--- src/rtl/dvsd_pe_stream_if.sv ---
// Stream bundle for dvsd_pe_stream: request-vector capture channel and encoded-index drain channel.
// The slave modport is the encoder's view; master is the producer/consumer side.
interface dvsd_pe_stream_if #(
    parameter int WIDTH = 8
);
    localparam int IDX_W = $clog2(WIDTH);

    logic             in_valid;
    logic             in_ready;
    logic [WIDTH-1:0] in;
    logic             out_valid;
    logic             out_ready;
    logic [IDX_W-1:0] out;
    logic             out_last;

    modport master (
        output in_valid,
        output in,
        output out_ready,
        input  in_ready,
        input  out_valid,
        input  out,
        input  out_last
    );

    modport slave (
        input  in_valid,
        input  in,
        input  out_ready,
        output in_ready,
        output out_valid,
        output out,
        output out_last
    );
endinterface

--- src/rtl/dvsd_pe_stream.sv ---
// Multi-hot priority encoder: captures a request vector, then drains every set bit
// as an encoded index, one per handshake, in MSB-first or LSB-first order.
module dvsd_pe_stream #(
    parameter int WIDTH = 8
) (
    input  logic                    clk,
    input  logic                    reset,
    input  logic                    en,
    input  logic                    lsb_first,
    dvsd_pe_stream_if.slave         bus,
    output logic [$clog2(WIDTH):0]  cnt,
    output logic                    gs,
    output logic                    eno
);
    localparam int IDX_W = $clog2(WIDTH);

    typedef enum logic {
        IDLE  = 1'b0,
        DRAIN = 1'b1
    } state_t;

    state_t             state_q;
    logic [WIDTH-1:0]   pending_q;
    logic [WIDTH-1:0]   pending_d;
    logic               mode_q;
    logic [IDX_W:0]     cnt_q;
    logic [IDX_W:0]     cnt_d;
    logic               eno_q;

    logic [WIDTH-1:0]   pend_rev;
    logic [WIDTH-1:0]   low_oh;
    logic [WIDTH-1:0]   high_oh_rev;
    logic [WIDTH-1:0]   high_oh;
    logic [WIDTH-1:0]   sel_oh;
    logic [IDX_W-1:0]   sel_idx;
    logic               last_bit;
    logic               accept;
    logic               beat;
    logic               draining;

    // Highest set bit is found by isolating the lowest set bit of the bit-reversed vector.
    genvar gi;
    generate
        for (gi = 0; gi < WIDTH; gi++) begin : g_rev
            assign pend_rev[gi] = pending_q[WIDTH-1-gi];
            assign high_oh[gi]  = high_oh_rev[WIDTH-1-gi];
        end
    endgenerate

    assign low_oh      = pending_q & (~pending_q + WIDTH'(1));
    assign high_oh_rev = pend_rev  & (~pend_rev  + WIDTH'(1));
    assign sel_oh      = mode_q ? low_oh : high_oh;

    always_comb begin
        sel_idx = '0;
        for (int i = 0; i < WIDTH; i++) begin
            if (sel_oh[i]) begin
                sel_idx = sel_idx | IDX_W'(i);
            end
        end
    end

    always_comb begin
        cnt_d = '0;
        for (int i = 0; i < WIDTH; i++) begin
            cnt_d = cnt_d + {{IDX_W{1'b0}}, bus.in[i]};
        end
    end

    // Exactly one bit pending when isolating the lowest bit leaves the vector unchanged.
    assign last_bit  = (pending_q != '0) && (low_oh == pending_q);
    assign pending_d = pending_q & ~sel_oh;

    assign draining      = (state_q == DRAIN);
    assign bus.out_valid = en & draining;
    assign bus.out       = sel_idx;
    assign bus.out_last  = last_bit;
    assign beat          = bus.out_valid & bus.out_ready;
    assign bus.in_ready  = en & (~draining | (beat & last_bit));
    assign accept        = bus.in_valid & bus.in_ready;

    assign cnt = cnt_q;
    assign gs  = draining;
    assign eno = eno_q;

    // A reload accepted on the final beat takes priority over returning to IDLE.
    always_ff @(posedge clk) begin
        eno_q <= 1'b0;
        if (reset) begin
            state_q   <= IDLE;
            pending_q <= '0;
            mode_q    <= 1'b0;
            cnt_q     <= '0;
        end else if (accept) begin
            pending_q <= bus.in;
            mode_q    <= lsb_first;
            cnt_q     <= cnt_d;
            eno_q     <= (bus.in == '0);
            state_q   <= (bus.in == '0) ? IDLE : DRAIN;
        end else if (beat) begin
            pending_q <= pending_d;
            if (last_bit) begin
                state_q <= IDLE;
            end
        end
    end
endmodule

--- src/flat_wrapper.sv ---
// flat-port wrapper written by rule: the top's interface ports become plain ports
module dvsd_pe_stream_flat 
#(
    parameter int WIDTH = 8
)
  (clk, reset, en, lsb_first, cnt, gs, eno, bus_in_valid, bus_in, bus_out_ready, bus_in_ready, bus_out_valid, bus_out, bus_out_last);
  dvsd_pe_stream_if #(.WIDTH(WIDTH)) bus_i ();
  input  logic clk;
  input  logic reset;
  input  logic en;
  input  logic lsb_first;
  output logic [$clog2(WIDTH):0] cnt;
  output logic gs;
  output logic eno;
  input wire logic [$bits(bus_i.in_valid)-1:0] bus_in_valid;
  input wire logic [$bits(bus_i.in)-1:0] bus_in;
  input wire logic [$bits(bus_i.out_ready)-1:0] bus_out_ready;
  output wire logic [$bits(bus_i.in_ready)-1:0] bus_in_ready;
  output wire logic [$bits(bus_i.out_valid)-1:0] bus_out_valid;
  output wire logic [$bits(bus_i.out)-1:0] bus_out;
  output wire logic [$bits(bus_i.out_last)-1:0] bus_out_last;
  assign bus_i.in_valid = bus_in_valid;
  assign bus_i.in = bus_in;
  assign bus_i.out_ready = bus_out_ready;
  assign bus_in_ready = bus_i.in_ready;
  assign bus_out_valid = bus_i.out_valid;
  assign bus_out = bus_i.out;
  assign bus_out_last = bus_i.out_last;
  dvsd_pe_stream #(.WIDTH(WIDTH)) u_core (.clk(clk), .reset(reset), .en(en), .lsb_first(lsb_first), .bus(bus_i), .cnt(cnt), .gs(gs), .eno(eno));
endmodule
--- config.mk ---
export PLATFORM = sky130hd
export DESIGN_NAME = dvsd_pe_stream_flat
export DESIGN_NICKNAME = d
export VERILOG_FILES = /design/src/rtl/dvsd_pe_stream_if.sv /design/src/rtl/dvsd_pe_stream.sv /design/src/flat_wrapper.sv
export SDC_FILE = /design/constraint.sdc
export NUM_CORES = 1
export LEC_CHECK = 0
export CAP_MARGIN = 40
export CORE_AREA = 2 2 53 55
export DETAILED_ROUTE_END_ITERATION = 10
export DIE_AREA = 0 0 55 57
export MAX_ROUTING_LAYER = met4
export PLACE_DENSITY = 0.88
export SLEW_MARGIN = 25
export SYNTH_ARGS = -nofsm -noshare
export SYNTH_HDL_FRONTEND = slang
export SYNTH_SLANG_ARGS = --single-unit
--- constraint.sdc ---
create_clock -name clk -period 4.18 [get_ports clk]
set_clock_uncertainty 0.2 [all_clocks]
set_input_delay 0.836 -clock clk [delete_from_list [all_inputs] [get_ports clk]]
set_output_delay 0.836 -clock clk [all_outputs]
set_load 0.05 [all_outputs]
==> impl_metrics.ini, run 1 <==
[job]
drv_cap = 0

[placed_design]
place_area_sq_um = 1453
hpwl_um = 2234
placed_cells = 191
portBuffers = 25
place.gp.congestion = 0.8879

[clock_network]
htreeDepth = 1
clk_path_buf_depth = 2
clkSinkCount = 15
post_cts_buffers = 0
postCtsHoldBufs = 0
cts_made_buffers = 3
cts_root_buf = clkbuf_4
cts_resized = 0
cts_tree = built
clock_latency_ns = 0.28
path_clk_slew_ns = 0.09

[floorplan]
core_area_sq_um = 2615
pin_count = 26
die_h_um = 57
dieArea_sq_um = 3135
start_util_pct = 47.42
num_rows = 19
die_w_um = 55

[yosys]
synthMuxAreaShare_pct = 3.431
synth_top_family_by_area = compound AO/OA/AOI/OAI gates
synth.avg_cell_area_sq_um = 8.322
netlist.area_leader.share_pct = 24.22
synth-xor-area-share_pct = 1.413
ys_top_cells_by_area = dfxtp_1 24%, fa_1 6.5%, a21oi_1 4.0%, ha_1 4.0%, inv_1 3.6%
synth_compound_area_share_pct = 30.68
synth-seq-area-share_pct = 24.22
synth_cell_type_count = 48
synth_fa_ha_area_share_pct = 10.49
yosys.area_share.simple_pct = 19.37
synth_cells = 149
syn_area_sq_um = 1240
synth-seq-cells = 15
yosys.area.top_type = dfxtp_1
synth_fp_nets = 171
ys_top_cells_by_count = 15 x dfxtp_1, 12 x inv_1, 12 x nor2_1
yosys_warnings = 0
yosysMostFrequentCell = dfxtp_1
async_flop_share_pct = 0
synth-main-ff-cell = dfxtp_1
synth_edf_count = 0

[setup_path]
start_kind = register
path_class = register to output port
rr_worst_depth = 4
r2r_slack_ns = 1.88
critPathMaxFanout = 9
arrival_ns = 2.78
reg2reg_from = u_core.pending_q[2]
crit_end = bus_in_ready
regToRegEndpoint = u_core.cnt[1]
cp-startpoint = u_core.pending_q[2]
crit_required_ns = 3.14
critPathCaptureType = output port

[finish]
fin_area_sq_um = 1480
post-route-util_pct = 56.60
stdcell_count = 195
n_antenna_cell = 0
nets = 187
syn2layout_area_growth_pct = 19.37
drive_gt1_share_pct = 11.59

[routing]
vias = 1143
drt-initial-drc-count = 34
drtPass1Iterations = 4
drc = 0
detail-route-antenna-nets = 0
wirelength_um = 2851
wl_per_cell_um = 14.62
viasPerCell = 5.862

[hold_path]
hold_path.class = register to register

[sta]
relSlewSlack_pct = 59.40
post-route-period-util_pct = 91.38
hold_viol = 0
finalSetupViolations = 0
setup_tns_ns = 0
maxSlewViolCount = 0
worst-slew-pin-transition_ns = 0.6071
fmax_ghz = 0.2618
finalCriticalPeriod_ns = 3.819
rsz0062_at_grt = no

[grt]
grt_max_degree = 15
gr-total-overflow = 0
grt_pass1_wl_um = 4726
grt_usage_pct = 21.11
grt_pass1_vias = 1037
antenna_found_initial = 0

[power]
power.density_nw_per_um2 = 383.6
ir_drop_uv = 236.9
leakagePower_nw = 0.5600

[status]
status = finished, final reports clean
layout make-up:
class	count	area, sq um
fillers	242	1135
multi-input cells	107	810.8
flip-flops and latches	15	300.3
repair buffers	26	257.7
inverters	12	45.04
well taps	31	38.79
clock buffers	3	22.52
clock inverters	1	5.005
registers in the layout (all words and copies together), names as in the netlist:
name	flops
u_core.pending_q	8
u_core.cnt	4
u_core.eno	1
u_core.gs	1
u_core.mode_q	1
metrics by stage:
step / power (W) / hold slack (ns) / worst slack (ns)
6_report: 0.0005678 / 0.2952 / 0.3605
5_1_grt: 0.0006018 / 0.3115 / 0.2000
4_1_cts: 0.0005655 / 0.2914 / 0.3620
3_5_place_dp: 0.0004867 / 0.2732 / 0.08906
3_3_place_gp: 0.0004792 / 0.2619 / 0.1518
2_1_floorplan: 0.0004184 / 0.3954 / 0.7346
worst min-delay path by stage:
stage	start	cells after the start	end	slack [ns]
finish	u_core.cnt[0]	2	u_core.cnt[0]	0.30
detailed placement	u_core.cnt[2]	2	u_core.cnt[2]	0.27
floorplan	u_core.pending_q[3]	2	u_core.pending_q[3]	0.40
CTS	u_core.cnt[2]	2	u_core.cnt[2]	0.29
global route	u_core.cnt[2]	2	u_core.cnt[2]	0.31
global placement	u_core.cnt[0]	2	u_core.cnt[0]	0.26
report_power, final:
part	internal (W)	switching (W)
logic	0.000123	0.000187
registers	0.000154	0.0000211
clock network	0.0000355	0.0000470
critical path, cell delays in order (launching register included):
cell and delay [ns]:
dfxtp_1 0.39, or4_4 0.64, o31a_1 0.31, a21oi_2 0.16, a31o_2 0.18, clkdlybuf4s50_1 0.81
layout by cell type, fill, tap and decap left out, drive strengths merged, types with 3 or more instances in the layout:
cell and instances:
clkdlybuf4s50 25, dfxtp 15, inv 12, nor2 12
a21oi 11, nand2 9, o21ai 8, nand3 7
nor3 6, a31oi 5, a22oi 4, fa 4
ha 4, nor4 3, a32o 3, o211ai 3
clkbuf 3
layer usage:
layer,GRT usage (%),part of all wire [%],up-vias
li1,-,-,575
met1,27.67,44,530
met2,33.67,50,32
met3,1.571,3.4,6
met4,7.666,2.2,0
met5,-,0,-
cells by family (layout without fill, tap and decap cells):
group | after synthesis | in the layout
adder cells (fa/ha/maj) | 8 | 8
AND/OR/NAND/NOR | 45 | 45
AO/OA/AOI/OAI | 48 | 48
XOR/XNOR | 2 | 2
buffers and inverters | 27 | 42
flip-flops | 15 | 15
multiplexers | 4 | 4
(Power assumes the default switching activity.)
==> run 2, diff against run 1 <==
CAP_MARGIN = 20   (was 40)
CTS_BUF_LIST = sky130_fd_sc_hd__clkbuf_16   (was unset)
SKIP_CTS_REPAIR_TIMING = 1   (was unset)
==> run 2 against run 1 <==
  * Die area is the same
  * Sequential power hardly changed
  * Clock-buffer cell count unchanged
  * Global-route usage up 1.7 points
  * Critical path depth is 6 higher
  * Core utilization grew 2.0 points
  * Wire length rose by 7.7%
  * Design area is 3.6% higher
==> impl_metrics.ini, run 2 (same netlist as run 1, synthesis figures left out) <==
[setup_path]
arrival_ns = 3.80
critPathCaptureType = register
critPathMaxStageDelay_ns = 0.51
path_buf_inv = 5
cp_slowest_cell = clkdlybuf4s50_1
crit_family = adder cells
start_kind = primary input
crit_required_ns = 4.13
worstPathCellList = clkdlybuf4s50_1 -> inv_1 -> ha_1 -> inv_1 -> fa_1 -> fa_1 -> inv_1 -> fa_1 -> inv_1 -> fa_1 -> a311oi_2
path_class = primary input to register
critPathMaxFanout = 3

[placed_design]
portBuffers = 25
place.gp.congestion = 0.8879
placed_cells = 191
hpwl_um = 2234

[sta]
worst-slew-pin-transition_ns = 0.6074
fmax_ghz = 0.2596
maxSlewViolCount = 0
rsz0062_at_grt = no
hold_viol = 0
relSlewSlack_pct = 59.38
finalCriticalPeriod_ns = 3.852
finalSetupViolations = 0
post-route-period-util_pct = 92.16
setup_tns_ns = 0

[clock_network]
htreeDepth = 1
clkSinkCount = 15
path_clk_slew_ns = 0.05
cts_made_buffers = 3
cts_tree = built
clock_latency_ns = 0.24
cts_root_buf = clkbuf_16
clk_path_buf_depth = 2

[routing]
drtPass1Iterations = 4
wirelength_um = 3070
drc = 0
viasPerCell = 5.897
vias = 1150
wl_per_cell_um = 15.74
detail-route-antenna-nets = 0
drt-initial-drc-count = 44

[floorplan]
dieArea_sq_um = 3135
core_area_sq_um = 2615
die_h_um = 57
pin_count = 26
die_w_um = 55
start_util_pct = 47.42
num_rows = 19

[finish]
drive_gt1_share_pct = 11.59
top_register = u_core.pending_q
stdcell_count = 195
final_common_cell = clkdlybuf4s50_1
fillers = 229
syn2layout_area_growth_pct = 23.61
largest_reg_flops = 8
n_antenna_cell = 0
final_cell_mix = 25 x clkdlybuf4s50_1, 15 x dfxtp_1, 12 x inv_1, 12 x nor2_1, 10 x a21oi_1
nets = 187

[grt]
antenna_found_initial = 0
gr-total-overflow = 0
grt_max_degree = 15
grt_usage_pct = 22.78
grt_pass1_vias = 1061
grt_pass1_wl_um = 5009

[status]
status = finished, final reports clean

[power]
ir_drop_uv = 363.2
power.density_nw_per_um2 = 438.9
leakagePower_nw = 0.5831

[job]
drv_cap = 0

[hold_path]
hold_path.class = register to register
run 2: cell counts in the layout (fill, tap and decap cells not counted):
No cell type changed its count.
run 2: worst paths after layout:
check | startpoint | endpoint | slack [ns] | cells after the start
worst min register to register | u_core.cnt[2] | u_core.cnt[2] | 0.28 | 2
worst max register to register | u_core.pending_q[2] | u_core.cnt[1] | 1.87 | 4
worst max-delay path | bus_in[0] | u_core.cnt[1] | 0.33 | 11
worst min-delay path | u_core.cnt[2] | u_core.cnt[2] | 0.28 | 2
run 2: final cells by class:
cell class	instances	area [sq um]	share of cell area, %
multi-input combinational	107	810.8	52.90
clock inverter	1	5.005	0.3265
clock buffer	3	75.07	4.898
tap	31	38.79	2.531
inverter	12	45.04	2.939
sequential	15	300.3	19.59
timing repair buffer	26	257.7	16.82
run 2: tightest hold or removal path: cells and delay by family, from the launching register on:
family | cells | cell delay (ns)
DFF | 1 | 0.30
AOI/OAI and AO/OA | 2 | 0.13
run 2: per-stage QoR:
step           hold slack (ns)  setup slack, ns  area [sq um]  util, %  total power, W
3_3_place_gp            0.2619           0.1518          1453    55.55       0.0004792
5_1_grt                 0.3035           0.2000          1533    58.61       0.0007071
3_5_place_dp            0.2732          0.08906          1453    55.55       0.0004867
6_report                0.2831           0.3279          1533    58.61       0.0006727
4_1_cts                 0.2856           0.3356          1533    58.61       0.0006735
2_1_floorplan           0.3954           0.7346          1240        -       0.0004184
run 2: where the power goes:
part	switching, W	internal (W)
clock	0.0000568	0.000128
combinational	0.000189	0.000123
sequential	0.0000215	0.000155
total	0.000267	0.000405
run 2: routing by layer:
metal / vias to the layer above / GRT usage, % / routed length (um)
met3: 4 / 2.094 / 97
met5: - / - / 0
met2: 31 / 36.90 / 1640
met1: 542 / 28.33 / 1284
met4: 0 / 9.756 / 48
li1: 573 / - / -
==> run 3, diff against run 2 <==
SETUP_SLACK_MARGIN = 0.15   (was unset)
clock period = 3.8 ns   (was 4.18 ns; I/O delays follow)
==> run 3 against run 2 <==
  * Total power grew 10%
  * Flip-flop and latch count is the same
  * Sequential share of layout area shrank 0.54 points
  * Worst hold slack lost 0.0077 ns
  * Sequential power grew 9%
  * Critical endpoint unchanged
==> impl_metrics.ini, run 3 (same netlist as run 1, synthesis figures left out) <==
[finish]
syn2layout_area_growth_pct = 27.14
drive_gt1_share_pct = 15.48
top_register = u_core.pending_q
fillers = 222
n_antenna_cell = 0
nets = 191
final_common_cell = clkdlybuf4s50_1
final_cell_mix = 21 x clkdlybuf4s50_1, 15 x dfxtp_1, 12 x nor2_1
largest_reg_flops = 8
seqCellArea_sq_um = 300.3
multi_input_area_sq_um = 815.8

[placed_design]
portBuffers = 25
place.gp.congestion = 0.9465
place_ws_ns = -0.1747
hpwl_um = 2357

[routing]
drt-initial-drc-count = 51
drtPass1Iterations = 4
wirelength_um = 2985
vias = 1194
drc = 0
detail-route-antenna-nets = 0
viasPerCell = 6.000
wl_per_cell_um = 15.00

[clock_network]
cts_root_buf = clkbuf_16
cts_tree = built
path_clk_slew_ns = 0.04
clock_latency_ns = 0.24
clkSinkCount = 15
cts_made_buffers = 3
htreeDepth = 1
clk_path_buf_depth = 2

[floorplan]
die_w_um = 55
pin_count = 26
dieArea_sq_um = 3135
die_h_um = 57
start_util_pct = 47.42
core_area_sq_um = 2615
num_rows = 19

[sta]
maxSlewViolCount = 0
worst-slew-pin-transition_ns = 0.6103
worst_slack_ns = 0.2494
finalSetupViolations = 0
rsz0062_at_grt = no
post-route-period-util_pct = 93.44
relSlewSlack_pct = 59.18
finalCriticalPeriod_ns = 3.551
hold_viol = 0
fmax_ghz = 0.2816
fin_hold_ws_ns = 0.2754

[grt]
grt_usage_pct = 22.12
antenna_found_initial = 0
grt_pass1_vias = 1113
gr-total-overflow = 0
grt_pass1_wl_um = 5002
grt_max_degree = 15

[setup_path]
critPathMaxStageDelay_ns = 0.57
critPathCaptureType = register
crit_required_ns = 3.75
path_class = primary input to register
start_kind = primary input
arrival_ns = 3.50
critPathMaxFanout = 2
worstPathCellList = clkdlybuf4s50_1 -> inv_1 -> fa_1 -> fa_1 -> inv_2 -> fa_2 -> inv_2 -> fa_2 -> a311oi_2
cp_slowest_cell = fa_1

[power]
leakagePower_nw = 0.6447
ir_drop_uv = 322.6
power.density_nw_per_um2 = 470.9

[job]
drv_cap = 0

[hold_path]
hold_path.class = register to register

[status]
status = finished, final reports clean
[run 3: cell count changes in the layout (fill, tap and decap cells not counted)]
cell             delta
fa_1                -2
buf_4               +4
inv_1               -1
clkdlybuf4s50_1     -4
clkinv_2            -1
dlymetal6s2s_1      +4
inv_2               +2
fa_2                +2
[run 3: power by group]
group,leakage [nW],internal [W],switching (W)
sequential,0.122,0.000171,0.0000209
clock,0.0423,0.000139,0.0000562
combinational,0.480,0.000142,0.000214
[run 3: per-stage QoR]
stage | setup TNS [ns] | util, % | area, sq um | total power [W] | instances
final | 0 | 60.29 | 1577 | 0.0007423 | 199
after global routing | 0 | 60.29 | 1577 | 0.0007790 | 199
after CTS | 0 | 59.43 | 1554 | 0.0007365 | 198
after detailed placement | -0.3057 | 56.41 | 1475 | 0.0005410 | 194
after global placement | -0.1846 | 56.41 | 1475 | 0.0005296 | 194
after floorplan | 0 | - | 1240 | 0.0004602 | 149
[run 3: critical path, delay by kind of cell]
family / cells / cell delay (ns)
AO/OA/AOI/OAI: 1 / 0.19
adder cells (fa/ha/maj): 4 / 1.85
buffers and inverters: 4 / 0.69
[run 3: final timing paths]
| check | endpoint | startpoint | slack (ns) | cells after the start |
|---|---|---|---|---|
| worst max-delay path | u_core.cnt[1] | bus_in[4] | 0.25 | 9 |
| worst min-delay path | u_core.cnt[0] | u_core.cnt[0] | 0.28 | 2 |
| worst max register to register | u_core.cnt[1] | u_core.pending_q[3] | 1.51 | 4 |
| worst min register to register | u_core.cnt[0] | u_core.cnt[0] | 0.28 | 2 |
[run 3: layout make-up]
| cell class | instances | area share (%) |
|---|---|---|
| inverters | 12 | 2.857 |
| clock buffers | 3 | 4.762 |
| multi-input cells | 107 | 51.75 |
| flip-flops and latches | 15 | 19.05 |
| well taps | 31 | 2.460 |
| clock inverters | 1 | 0.2381 |
| repair buffers | 30 | 18.89 |
[run 3: routing by layer]
layer | track usage [%] | share of wire [%]
met2 | 36.05 | 54
met3 | 3.665 | 4.6
met4 | 6.969 | 1.6
met5 | - | 0
met1 | 27.45 | 40
